===== config.mk =====
export PLATFORM = sky130hd
export DESIGN_NAME = round_banner_fetch
export DESIGN_NICKNAME = d
export VERILOG_FILES = /design/src/rtl/round_banner_fetch.sv
export SDC_FILE = /design/constraint.sdc
export NUM_CORES = 1
export LEC_CHECK = 0
export CORE_ASPECT_RATIO = 0.7
export CORE_MARGIN = 3
export CORE_UTILIZATION = 47
export DETAILED_ROUTE_END_ITERATION = 12
export PLACE_DENSITY_LB_ADDON = 0.15
export RECOVER_POWER = 50
export SLEW_MARGIN = 20
export SYNTH_ARGS = -nofsm -noshare
export SYNTH_HDL_FRONTEND = slang
export SYNTH_SLANG_ARGS = --single-unit

===== constraint.sdc =====
create_clock -name clk -period 3.3 [get_ports clk]
set_input_delay 0.99 -clock clk [delete_from_list [all_inputs] [get_ports clk]]
set_output_delay 0.99 -clock clk [all_outputs]
set_load 0.005 [all_outputs]

===== src/rtl/round_banner_fetch.sv =====
// Sprite-fetch stage for the "Round N" banner: frame-counting show FSM plus a
// three-stage pixel pipeline (address, ROM wait, colour index register).
module round_banner_fetch #(
  parameter int SPRITE_W        = 64,
  parameter int SPRITE_H        = 32,
  parameter int X0              = 288,
  parameter int Y0              = 224,
  parameter int SHOW_FRAMES     = 120,
  parameter int TRANSPARENT_IDX = 0,
  parameter int AW              = $clog2(SPRITE_W*SPRITE_H)
) (
  input  logic          clk,
  input  logic          reset_n,
  input  logic          start,
  input  logic          frame_start,
  input  logic [9:0]    drawX,
  input  logic [9:0]    drawY,
  input  logic          blank,
  output logic [AW-1:0] rom_addr,
  input  logic [3:0]    rom_data,
  output logic [3:0]    index,
  output logic          index_valid,
  output logic          busy
);

  localparam int FW = $clog2(SHOW_FRAMES+1);

  // Box bounds widened to 11 bits so X0+SPRITE_W cannot wrap.
  localparam logic [10:0] X_LO = 11'(X0);
  localparam logic [10:0] X_HI = 11'(X0 + SPRITE_W);
  localparam logic [10:0] Y_LO = 11'(Y0);
  localparam logic [10:0] Y_HI = 11'(Y0 + SPRITE_H);

  typedef enum logic [1:0] {IDLE, ARMED, SHOW} state_t;

  state_t        state_reg;
  logic [FW-1:0] frame_cnt_reg;
  logic          vis_d1_reg;
  logic          vis_d2_reg;

  logic [10:0]   x11;
  logic [10:0]   y11;
  logic [10:0]   dx;
  logic [10:0]   dy;
  logic          in_box;
  logic [AW-1:0] addr_next;

  always_ff @(posedge clk) begin
    if (!reset_n) begin
      state_reg     <= IDLE;
      frame_cnt_reg <= '0;
    end else begin
      case (state_reg)
        IDLE: begin
          if (start) state_reg <= ARMED;
        end
        ARMED: begin
          if (frame_start) begin
            state_reg     <= SHOW;
            frame_cnt_reg <= '0;
          end
        end
        SHOW: begin
          // A restart wins over a simultaneous terminal frame_start.
          if (start) begin
            frame_cnt_reg <= '0;
          end else if (frame_start) begin
            if (frame_cnt_reg == FW'(SHOW_FRAMES - 1)) begin
              state_reg <= IDLE;
            end else begin
              frame_cnt_reg <= frame_cnt_reg + FW'(1);
            end
          end
        end
        default: state_reg <= IDLE;
      endcase
    end
  end

  assign busy = (state_reg != IDLE);

  always_comb begin
    x11       = {1'b0, drawX};
    y11       = {1'b0, drawY};
    dx        = x11 - X_LO;
    dy        = y11 - Y_LO;
    in_box    = blank && (state_reg == SHOW) &&
                (x11 >= X_LO) && (x11 < X_HI) &&
                (y11 >= Y_LO) && (y11 < Y_HI);
    addr_next = AW'(({21'd0, dy} * 32'(SPRITE_W)) + {21'd0, dx});
  end

  always_ff @(posedge clk) begin
    if (!reset_n) begin
      rom_addr    <= '0;
      vis_d1_reg  <= 1'b0;
      vis_d2_reg  <= 1'b0;
      index       <= 4'd0;
      index_valid <= 1'b0;
    end else begin
      rom_addr    <= in_box ? addr_next : '0;
      vis_d1_reg  <= in_box;
      vis_d2_reg  <= vis_d1_reg;
      // rom_data corresponds to the pixel now held in vis_d2_reg.
      index       <= vis_d2_reg ? rom_data : 4'd0;
      index_valid <= vis_d2_reg && (rom_data != 4'(TRANSPARENT_IDX));
    end
  end

endmodule


==> results.md <==
* Status: finished clean
* Routability cong. at 0.805
* # Max-Cap Violations at 0
* Drt first-iter violations at 44
* Hold Crit Depth at 1
* Ant. Diodes at 0
* Hold Path End: vis_d2_reg
* Clock Sinks at 27
* Number of synthesized register bits at 27
* Sw power at 0.146 mW
* Achievable Freq at 350 MHz
* Yosys cell types at 40
* Drt pass-1 iters at 4
* Final Hold Violating Endpoints at 0
* Crit path from: drawX[6]
* Post-CTS Hold Fix Bufs at 0
* CP Capture Type: flop
* IO buf count at 45
* Final worst path period need at 2.86 ns
* Horiz. Die Dim at 67.9 µm
* RSZ-0062 raised after global routing: false
* First-pass GRT wire length at 4510 µm
* Register area share after synthesis at 0.429
* CP startpoint kind: input pin
* Power per cell area at 348 mW/mm²
* Vias in the first global route at 1073
* Main synth FF type: dfxtp_1
* Hold/Removal Path Class: reg2reg
* Switch share at 0.236
* Final Cycle Share at 0.867
* P_leak at 0.774 nW
* Vias per cell at 5.09
* Final worst slack at 0.440 ns
* Total gr overflow at 0
* Slew HR at 0.350
* WL/cell at 12.5 µm
* Most common cell after layout, fill and taps aside: clkdlybuf4s50_1
* FF-to-FF End: frame_cnt_reg[2]
* Final Instance Area at 0.00179 mm²
* Pint at 0.474 mW
* Crit Path Category: in2reg
* Core area at 0.00250 mm²
* Hold_sp: vis_d1_reg
* Area Overhead vs Synth at 41.8%
* Clk slew on worst S/H paths at 0.09 ns
* Power Total at 0.621 mW
* Post-synth EDFFs at 0
* Post-DRT Antenna Nets at 0
* Final Max Slew Viols at 0
* Arrival @ worst endpoint at 3.04 ns
* # resized after CTS at 0
* Post-CTS Setup Bufs at 0
* Gate power share at 0.160
* Global Route Usage Sum at 0.176
* Clock power frac at 0.306
* Area post-placement at 0.00176 mm²
* CTS tree: built
* Ys Warns at 0
* Flop pwr share at 0.534
* FP Rows at 15
* Slew of the pin with the lowest slew margin at 0.966 ns
* Post-DP HPWL at 2060 µm
* Syn Inst Count at 128
* CTS Buf Count at 3
* Die area at 0.00334 mm²
* Worst r2r src: frame_cnt_reg[0]
* Setup_tns at 0 ns
* Initial antenna violation count at 0
* Final wirelength at 2640 µm
* Async SR Flop Fraction at 0
* DIE HEIGHT at 49.3 µm
* Clock Tree Root: clkbuf_8
* Clk buf depth at 2
* Setup slack, reg-to-reg at 1.18 ns
* Largest net degree at the start of global routing at 17
* Commonest non-fill, non-tap cells in the layout: clkdlybuf4s50_1 (30), dfxtp_1 (27), dlygate4sd3_1 (15)
* Max reg flops at 11
* Post-Syn Area at 0.00126 mm²
* Initial core utilization at 0.504
* H-tree levels at 1
* Post-Syn Nets at 167
* Ratio of cells with drive above 1 in the final layout at 0.0734
* Dpl ws at 0.136 ns
* # setup viols final at 0
* Core Util, Final at 0.715
* DRC at 0
* CP max FO at 2
* WP data required at 3.48 ns
* R2R cell count at 5
* Mapped Avg Cell Area at 9.83 µm²
* Worst-Skew Late Latency at 0.28 ns
* Nets at 217
* Max rail drop VDD at 248 µV
* Top Ports at 46
* Layout Skew at 0.00633 ns
* Via count at 1075
[per-stage QoR]
stage / hold slack [ns] / instances
CTS: 0.459 / 211
detailed placement: 0.426 / 207
finish: 0.459 / 211
floorplan: 0.412 / 128
global placement: 0.419 / 207
global route: 0.469 / 211
[power by group through the flow]
stage / sequential [mW] / clock, mW / combinational [mW]
after global routing: 0.332 / 0.211 / 0.110
after CTS: 0.332 / 0.195 / 0.101
final: 0.332 / 0.190 / 0.0991
after detailed placement: 0.339 / 0 / 0.0996
after global placement: 0.339 / 0 / 0.0984
after floorplan: 0.338 / 0 / 0.0510
[worst max-delay path: stages]
cell and delay [ns]:
clkdlybuf4s50_1 0.50, inv_1 0.07, ha_1 0.27, inv_1 0.04, ha_1 0.20, fa_1 0.41, a21o_1 0.17, a21oi_1 0.16
xnor2_1 0.09, and2_1 0.15
[cells by family (layout without fill, tap and decap cells)]
kind of cell	after synthesis	count (layout)	share of synthesized area
compound gates	20	20	0.120
buf+inv	16	65	0.0507
simple gates	49	49	0.252
flops	27	27	0.429
xor+xnor	5	5	0.0348
fa+ha+maj	10	10	0.105
mux	1	1	0.00795
[worst max-delay path by stage]
| stage | end | slack (ns) | depth (start not counted) |
|---|---|---|---|
| 6_report | rom_addr[10] | 0.44 | 10 |
| 5_1_grt | rom_addr[10] | 0.35 | 10 |
| 4_1_cts | rom_addr[10] | 0.44 | 10 |
| 3_5_place_dp | rom_addr[10] | 0.14 | 10 |
| 3_3_place_gp | rom_addr[10] | 0.20 | 10 |
| 2_1_floorplan | rom_addr[10] | 0.76 | 9 |
[synth_stat cells (2+ instances only)]
| master | number | share of area |
|---|---|---|
| nor4_1 | 3 | 0.015 |
| nand4_1 | 3 | 0.015 |
| inv_1 | 14 | 0.042 |
| or3_1 | 2 | 0.0099 |
| nor2_1 | 3 | 0.0089 |
| and3_1 | 4 | 0.020 |
| o211ai_1 | 2 | 0.012 |
| a21boi_0 | 2 | 0.012 |
| a21o_1 | 2 | 0.012 |
| nand3_1 | 4 | 0.016 |
| xnor2_1 | 4 | 0.028 |
| ha_1 | 9 | 0.089 |
| a2bb2oi_1 | 2 | 0.014 |
| and2_1 | 11 | 0.055 |
| nand2_1 | 7 | 0.021 |
| o21ai_0 | 2 | 0.0080 |
| nor3_1 | 2 | 0.0080 |
| a21oi_1 | 3 | 0.012 |
| or2_2 | 2 | 0.0099 |
| dfxtp_1 | 27 | 0.43 |
[cell type report]
cell class,count,area (µm²)
Sequential cell,27,541
Clock inverter,1,7.51
Multi-Input combinational cell,85,639
Inverter,14,52.6
Timing Repair Buffer,47,462
Clock buffer,3,41.3
Fill cell,180,711
Tap cell,34,42.5
[layer usage]
| metal | part of all wire | GRT usage | vias up |
|---|---|---|---|
| li1 | - | - | 549 |
| met1 | 0.45 | 0.211 | 486 |
| met2 | 0.46 | 0.302 | 35 |
| met3 | 0.075 | 0.0507 | 5 |
| met4 | 0.010 | 0.0462 | 0 |
| met5 | 0 | 0 | - |
Power figures use the tool's default switching activity.
